==> config.mk <==
export PLATFORM = sky130hd
export DESIGN_NAME = fp9_convert_seq
export DESIGN_NICKNAME = d
export VERILOG_FILES = /design/src/rtl/fp9_convert_seq.sv
export SDC_FILE = /design/constraint.sdc
export NUM_CORES = 1
export LEC_CHECK = 0
export CAP_MARGIN = 20
export CORE_MARGIN = 2
export CORE_UTILIZATION = 35
export DETAILED_ROUTE_END_ITERATION = 16
export GPL_ROUTABILITY_DRIVEN = 0
export PLACE_DENSITY_LB_ADDON = 0.08
export SKIP_LAST_GASP = 1
export SLEW_MARGIN = 0
export SYNTH_ARGS = -nofsm -noshare
export SYNTH_HDL_FRONTEND = slang
export SYNTH_SLANG_ARGS = --single-unit
==> constraint.sdc <==
create_clock -name clk -period 3.75 [get_ports clk]
set_input_delay 0.75 -clock clk [delete_from_list [all_inputs] [get_ports clk]]
set_output_delay 0.75 -clock clk [all_outputs]
set_load 0.01 [all_outputs]
==> src/rtl/fp9_convert_seq.sv <==
// Time-multiplexed FP4/FP8/FP16 -> FP9 (E5M3, bias 15) word converter, one element per cycle.
// Define FP9_SEQ_FLAGS_EN to instantiate the sticky exception flags; otherwise flag_* are tied to 0.
module fp9_convert_seq #(
  parameter int IN_WIDTH = 32,
  parameter int MAX_ELEM = 8
) (
  input  logic                  clk,
  input  logic                  rst_n,
  input  logic                  in_valid,
  output logic                  in_ready,
  input  logic [IN_WIDTH-1:0]   in_data,
  input  logic [4:0]            type_cd_i,
  output logic                  out_valid,
  input  logic                  out_ready,
  output logic [9*MAX_ELEM-1:0] out_data,
  output logic [3:0]            out_count,
  output logic                  flag_invalid,
  output logic                  flag_overflow,
  output logic                  flag_underflow
);

  typedef enum logic [1:0] {IDLE, CONV, DONE} state_t;

  state_t                r_state, w_next;
  logic [IN_WIDTH-1:0]   r_data;
  logic [1:0]            r_type;
  logic [2:0]            r_idx, r_last, w_last;
  logic [3:0]            r_cnt, w_cnt;
  logic [9*MAX_ELEM-1:0] r_res;
  logic                  w_acc, w_bad, w_nan;
  logic [3:0]            w_e4;
  logic [7:0]            w_e8;
  logic [15:0]           w_e16;
  logic [8:0]            w_res;

  assign w_acc = in_valid && in_ready;
  assign w_bad = (type_cd_i > 5'd2);

  always_ff @(posedge clk or negedge rst_n) begin
    if (!rst_n) r_state <= IDLE;
    else        r_state <= w_next;
  end

  always_comb begin
    w_next = r_state;
    case (r_state)
      IDLE:    if (w_acc) w_next = w_bad ? DONE : CONV;
      CONV:    if (r_idx == r_last) w_next = DONE;
      DONE:    if (out_ready) w_next = IDLE;
      default: w_next = IDLE;
    endcase
  end

  always_comb begin
    in_ready  = (r_state == IDLE);
    out_valid = (r_state == DONE);
  end

  always_comb begin
    w_cnt  = 4'd0;
    w_last = 3'd0;
    case (type_cd_i)
      5'd0:    begin w_cnt = 4'd8; w_last = 3'd7; end
      5'd1:    begin w_cnt = 4'd4; w_last = 3'd3; end
      5'd2:    begin w_cnt = 4'd2; w_last = 3'd1; end
      default: begin w_cnt = 4'd0; w_last = 3'd0; end
    endcase
  end

  assign w_e4  = r_data[{r_idx, 2'b00} +: 4];
  assign w_e8  = r_data[{r_idx[1:0], 3'b000} +: 8];
  assign w_e16 = r_data[{r_idx[0], 4'b0000} +: 16];

  // E4M3 has no infinity: only S.1111.111 is NaN, the rest of exponent 15 is normal.
  always_comb begin
    w_nan = 1'b0;
    case (r_type)
      2'd1:    w_nan = (w_e8[6:0] == 7'h7F);
      2'd2:    w_nan = (w_e16[14:10] == 5'h1F) && (w_e16[9:0] != 10'd0);
      default: w_nan = 1'b0;
    endcase
  end

  always_comb begin
    w_res = 9'd0;
    case (r_type)
      2'd0: begin
        if (w_e4[2:1] == 2'd0) w_res = {w_e4[3], (w_e4[0] ? 5'd14 : 5'd0), 3'b000};
        else                   w_res = {w_e4[3], 5'({3'b000, w_e4[2:1]}) + 5'd14, w_e4[0], 2'b00};
      end
      2'd1: begin
        if (w_e8[6:3] != 4'd0)  w_res = {w_e8[7], 5'({1'b0, w_e8[6:3]}) + 5'd8, w_e8[2:0]};
        else if (w_e8[2])       w_res = {w_e8[7], 5'd8, w_e8[1:0], 1'b0};
        else if (w_e8[1])       w_res = {w_e8[7], 5'd7, w_e8[0], 2'b00};
        else if (w_e8[0])       w_res = {w_e8[7], 5'd6, 3'b000};
        else                    w_res = {w_e8[7], 8'd0};
      end
      2'd2: begin
        // Same exponent range: FP16 subnormals land directly on FP9 subnormals.
        if (w_e16[14:10] == 5'h1F) w_res = {w_e16[15], 8'hF8};
        else                       w_res = {w_e16[15], w_e16[14:10], w_e16[9:7]};
      end
      default: w_res = 9'd0;
    endcase
    if (w_nan) w_res = {w_res[8], 8'hFC};
  end

  always_ff @(posedge clk or negedge rst_n) begin
    if (!rst_n) begin
      r_data <= '0;
      r_type <= 2'd0;
      r_idx  <= 3'd0;
      r_last <= 3'd0;
      r_cnt  <= 4'd0;
      r_res  <= '0;
    end else if (w_acc) begin
      r_data <= in_data;
      r_type <= type_cd_i[1:0];
      r_idx  <= 3'd0;
      r_last <= w_last;
      r_cnt  <= w_cnt;
      r_res  <= '0;
    end else if (r_state == CONV) begin
      r_res[7'(r_idx) * 7'd9 +: 9] <= w_res;
      if (r_idx != r_last) r_idx <= r_idx + 3'd1;
    end
  end

  assign out_data  = r_res;
  assign out_count = r_cnt;
  // Every source exponent range fits inside E5, so the converter never overflows.
  assign flag_overflow = 1'b0;

`ifdef FP9_SEQ_FLAGS_EN
  logic r_inv, r_unf, w_tiny;

  assign w_tiny = (r_type == 2'd2) && (w_e16[14:10] == 5'd0) && (w_e16[9:0] != 10'd0);

  always_ff @(posedge clk or negedge rst_n) begin
    if (!rst_n) begin
      r_inv <= 1'b0;
      r_unf <= 1'b0;
    end else if (w_acc) begin
      r_inv <= w_bad;
      r_unf <= 1'b0;
    end else if (r_state == CONV) begin
      r_inv <= r_inv | w_nan;
      r_unf <= r_unf | w_tiny;
    end
  end

  assign flag_invalid   = r_inv;
  assign flag_underflow = r_unf;
`else
  assign flag_invalid   = 1'b0;
  assign flag_underflow = 1'b0;
`endif

endmodule

==> reports/qor.yml, run 1 <==
timing.final.ws_setup_ps: 639
clk_latency_ps: 420
leakage_uw: 0.00327
final_antenna_net_count: 0
critical-path-top-delay-family: "compound AO/OA/AOI/OAI gates"
start_util_pct: 35.8
crit_start: "r_idx[0]"
postCtsSetupRepairBufs: 0
slowest_delay_ps: 870
wl_per_cell_um: 17.5
post-route-period-util_pct: 83.0
synth.area.top_cells: "dfrtp_1, nand2_1, mux4_2, o21ai_1, a22o_1"
ir_worst_vdd_mv: 0.302
cts_buffer_depth: 2
htree_levels: 4
antenna-diode-count: 0
antenna_found_initial: 0
yosysTopAreaCellShare_pct: 51.1
netlist_instances: 575
path_clk_slew_ps: 60
synth_seq_cells: 116
synth.avg_cell_area_um2: 9.89
hold_violations: 0
maxSlewViolCount: 0
synth_cell_types: 62
synth_area_mm2: 0.00569
powerDensity_mw_per_mm2: 548
outcome: "finished clean"
setup_viol: 0
cts_buffers: 17
drt-total-wl_mm: 16.2
fmax_mhz: 321
finClkSkew_ps: 12.0
grt_pass1_wl_mm: 26.2
vias: 4812
nets: 747
dp_slack_ps: 660
dieArea_mm2: 0.0173
synthArstFlopShare_pct: 100
drtIter0Drc: 429
area_growth_pct: 35.2
post-synth-top-area-cell: "dfrtp_1"
num_rows: 46
cts_hold_buf: 0
clock-sinks: 116
post_cts_resized: 0
final_layout_size_suffix_gt1_share_pct: 11.5
grt-ovfl-total: 0
yosys-top-cells-count: "nand2_1, dfrtp_1, o21ai_1"
cp.required_ps: 4010
setup-tns-final_ps: 0
cp_max_fo: 23
grt_max_degree: 72
fp.dieH_um: 131
cts_tree: "yes"
critical_path.cell_chain: "mux4_2 -> or4_1 -> o221a_1 -> a211oi_4 -> o31ai_1"
dp_hpwl_mm: 11.8
drtPass1Iterations: 4
worst_pin_slew_ps: 851
synth_warnings: 0
yosysMostFrequentCell: "nand2_1"
drv_cap: 0
post-route-min-period_ps: 3110
crit_slowest_cell: "dfrtp_1"
cp_num_buf_inv: 0
synth-edff-count: 0
synth_flop_cell: "dfrtp_1"
core_mm2: 0.0159
num_io_pins: 122
cts_root_buf: "clkbuf_16"
first_global_vias: 4790
hold_class: "in2async"
portBuffers: 117
grt.total_usage_pct: 19.3
max-slew-margin-rel_pct: 43.3
critPathLaunchType: "flop"
critPathKind: "reg2reg"
viasPerCell: 5.20
drc_errors: 0
reg2reg_from: "r_idx[0]"
rsz0062_at_grt: "false"
die_w_um: 131
yosysSeqAreaShare_pct: 51.1
cp-end-kind: "flop"
crit_arrival_ps: 3370
metrics by stage:
step / utilization (%) / hold WS [ps] / instances / total power (uW) / cell area (um2)
2_1_floorplan: - / 454 / 578 / 2210 / 5700
3_3_place_gp: 44.8 / 462 / 894 / 2690 / 7120
3_5_place_dp: 44.8 / 473 / 894 / 2710 / 7120
4_1_cts: 48.4 / 346 / 926 / 4270 / 7690
5_1_grt: 48.4 / 375 / 926 / 4440 / 7690
6_report: 48.4 / 330 / 926 / 4210 / 7690
cells in the final DEF, fill, tap and decap left out, types with 3 or more instances in the layout:
cell type        netlist  routed
nand2_1              160     160
clkdlybuf4s50_1        0     116
dfrtp_1              116     116
o21ai_1               56      56
nor2_1                21      21
nand3_1               19      19
clkbuf_16              0      17
buf_4                  5      15
mux4_2                13      13
a22o_1                13      13
a21oi_1               10      10
ha_1                   9       9
a22oi_1                8       8
o31ai_1                8       8
inv_1                  7       7
mux2_2                 7       7
o21ai_0                7       7
clkinvlp_4             0       6
nor2b_1                5       5
xor2_1                 5       5
nor4_1                 5       5
nand2b_1               4       4
nor4b_1                4       4
nor3_1                 4       4
and3_1                 4       4
a31oi_1                4       4
mux2_1                 4       4
conb_1                 1       4
inv_6                  0       4
nand4_1                3       3
mux2i_1                3       3
o41ai_1                3       3
registers in the layout (all words and copies together) (netlist names):
name       flops
out_count      3
out_data      72
r_data        32
r_idx          3
r_last         2
r_state        2
r_type         2
worst register-to-register path: cells and delay by family (launching register included):
family,cells,cell delay (ps)
simple gates,1,710
compound gates,3,900
flops,1,870
mux,1,470
cell type report:
| class | instances | area [um2] |
|---|---|---|
| clock buffer | 18 | 439 |
| clock inverter | 14 | 129 |
| fill | 1527 | 8200 |
| inverter | 9 | 33.8 |
| multi-input combinational | 420 | 2600 |
| sequential | 116 | 2900 |
| tap | 216 | 270 |
| timing repair buffer | 133 | 1310 |
kinds of logic after synthesis:
| family | count (synthesis) | share of synthesized area (%) |
|---|---|---|
| and+or+nand+nor | 245 | 19.4 |
| xor gates and xnor gates | 7 | 1.08 |
| muxes | 27 | 7.86 |
| other | 1 | 0.0660 |
| adders and majority gates | 9 | 1.98 |
| DFF | 116 | 51.1 |
| buffers and inverters | 42 | 3.43 |
| AOI/OAI and AO/OA | 128 | 15.2 |
report_power, final:
group / switching (uW) / internal, uW
clock: 604 / 932
sequential: 196 / 1390
combinational: 670 / 424
routing by layer:
layer	up-vias	part of all wire [%]	global-route usage, %
met1	2339	43	24.3
met5	-	0	0
met2	177	49	31.6
met3	24	5.8	5.13
li1	2272	-	-
met4	0	2.2	7.85
worst paths after layout:
path                                end  slack [ps]  depth (start not counted)
max in group asynchronous    r_data[16]        2610                          2
max reg2reg                out_data[47]         640                          5
min in group clk           out_count[1]         480                          2
min reg2reg                out_count[1]         480                          2
max                        out_data[47]         640                          5
min                        out_data[25]         330                          1
(Power assumes the default switching activity.)
==> run 2, diff against run 1 <==
Clock period 3.75 ns to 3.15 ns, I/O delays scaled along.
==> run 2 against run 1 <==
Clock power grew 34%. Clock-buffer cell count grew 2. Register-to-register slack worse by 350 ps. Final cell count increased by 0.32%. Critical path type unchanged. Largest cell class unchanged. Power is 24% higher. Critical endpoint is now out_data[56].
==> reports/qor.yml, run 2 (same netlist as run 1, synthesis figures left out) <==
ff_latch_area_mm2: 0.00290  # about the same
rsz0062_at_grt: "false"
post-route-period-util_pct: 90.9  # +8.0 points
critPathKind: "reg2reg"
grt_max_degree: 53  # -26%
finClkSkew_ps: 6.63  # -5.39 ps
final_antenna_net_count: 0  # unchanged
dieArea_mm2: 0.0173  # unchanged
vias: 4932  # +2.5%
first_global_vias: 4831  # +0.86%
hold_ws_ps: 263  # -66.8 ps
fin_util_pct: 48.9  # +0.49 points
cts_root_buf: "clkbuf_16"
path_clk_slew_ps: 60  # about the same
area_growth_pct: 36.6
grt_pass1_wl_mm: 26.8  # +2.4%
dp_hpwl_mm: 12.1  # +2.7%
drt-total-wl_mm: 16.6  # +2.8%
drtPass1Iterations: 5  # +1
hold_violations: 0  # unchanged
num_rows: 46  # unchanged
antenna-diode-count: 0  # unchanged
crit_start: "r_idx[1]"
drc_errors: 0  # unchanged
cts_hold_buf: 0  # unchanged
max-slew-margin-rel_pct: 38.9  # -4.4 points
start_util_pct: 35.8  # unchanged
post-route-min-period_ps: 2860  # -247 ps
cp.required_ps: 3400  # -610 ps
grt-ovfl-total: 0  # unchanged
ir_worst_vdd_mv: 0.370  # +23%
outcome: "finished clean"
worst_pin_slew_ps: 917  # +65.9 ps
maxSlewViolCount: 0  # unchanged
clock-sinks: 116  # unchanged
layout_common_cells: "nand2_1, clkdlybuf4s50_1, dfrtp_1, o21ai_1, nor2_1"
cp_max_fo: 10  # -57%
grt.total_usage_pct: 19.7  # +0.33 points
cts_buffers: 17  # unchanged
leakage_uw: 0.00332  # +1.5%
cts_buffer_depth: 2  # unchanged
crit_arrival_ps: 3120  # -250 ps
postCtsSetupRepairBufs: 0  # unchanged
die_w_um: 131  # unchanged
setup-tns-final_ps: 0  # unchanged
hold_class: "in2async"
powerDensity_mw_per_mm2: 673  # +23%
setup_viol: 0  # unchanged
multiInputGateArea_mm2: 0.00260  # unchanged
htree_levels: 4  # unchanged
reg2reg_from: "r_idx[1]"
wl_per_cell_um: 17.9  # +2.5%
cp-end-kind: "flop"
core_mm2: 0.0159  # unchanged
fp.dieH_um: 131  # unchanged
portBuffers: 117  # unchanged
viasPerCell: 5.31  # +2.2%
fillCellCount: 1472  # -3.6%
critPathLaunchType: "flop"
clk_latency_ps: 410  # about the same
nets: 750  # +0.40%
num_io_pins: 122  # unchanged
drtIter0Drc: 463  # +7.9%
fmax_mhz: 349  # +8.6%
final_layout_size_suffix_gt1_share_pct: 11.9  # +0.37 points
largest_register_ffs: 72  # unchanged
cts_tree: "yes"
final_common_cell: "nand2_1"
drv_cap: 0  # unchanged
antenna_found_initial: 0  # unchanged
run 2: cell count changes in the layout (fill, tap and decap cells not counted):
cell	previous run	this run
buf_12	2	1
buf_4	15	19
bufinv_16	1	4
inv_6	4	1
clkbuf_8	1	2
clkbuf_1	0	1
dfrtp_2	0	1
clkinvlp_4	6	4
dfrtp_1	116	115
run 2: final cells by class:
cell class                 instances  share of cell area (%)
inverter                           9                   0.435
clock inverter                    12                    2.29
multi-input combinational        420                    33.5
tap                              216                    3.48
sequential                       116                    37.4
timing repair buffer             136                    17.0
clock buffer                      20                    5.88
run 2: repair_timing:
item,in CTS,in global routing
resized for setup,0,1
endpoints found under the hold margin,0,0
setup endpoints to repair,0,3
run 2: power breakdown:
| group | switching, uW | total [uW] | internal, uW |
|---|---|---|---|
| Sequential | 240 | 1890 | 1650 |
| Combinational | 798 | 1280 | 479 |
| Clock | 692 | 2060 | 1360 |
| Total | 1730 | 5230 | 3500 |
run 2: metal layers:
metal,track usage (%),routed length [um],up-vias
li1,-,-,2285
met1,25.2,7040,2417
met2,32.7,8150,204
met3,4.55,1080,26
met4,7.00,352,0
met5,0,0,-
run 2: per-stage QoR:
| stage | setup slack [ps] | std cells | instance area, um2 | power (uW) |
|---|---|---|---|---|
| 3_3_place_gp | 214 | 897 | 7130 | 3170 |
| 3_5_place_dp | 141 | 897 | 7130 | 3190 |
| 6_report | 285 | 929 | 7760 | 5230 |
| 5_1_grt | 160 | 929 | 7760 | 5470 |
| 2_1_floorplan | 580 | 578 | 5700 | 2640 |
| 4_1_cts | 119 | 929 | 7760 | 5260 |
run 2: final timing paths:
path / endpoint / slack, ps / cells past startpoint
max reg2reg: out_data[56] / 290 / 5
min in group clk: out_data[67] / 480 / 2
max in group asynchronous: r_idx[1] / 2080 / 2
min: out_data[23] / 260 / 1
min reg2reg: out_data[67] / 480 / 2
max: out_data[56] / 290 / 5
run 2: worst max-delay path, cell delays in order, from the launching register on:
cell	delay [ps]
dfrtp_2	520
mux4_2	590
or4_1	690
o221a_1	330
a211oi_4	420
o31ai_1	150
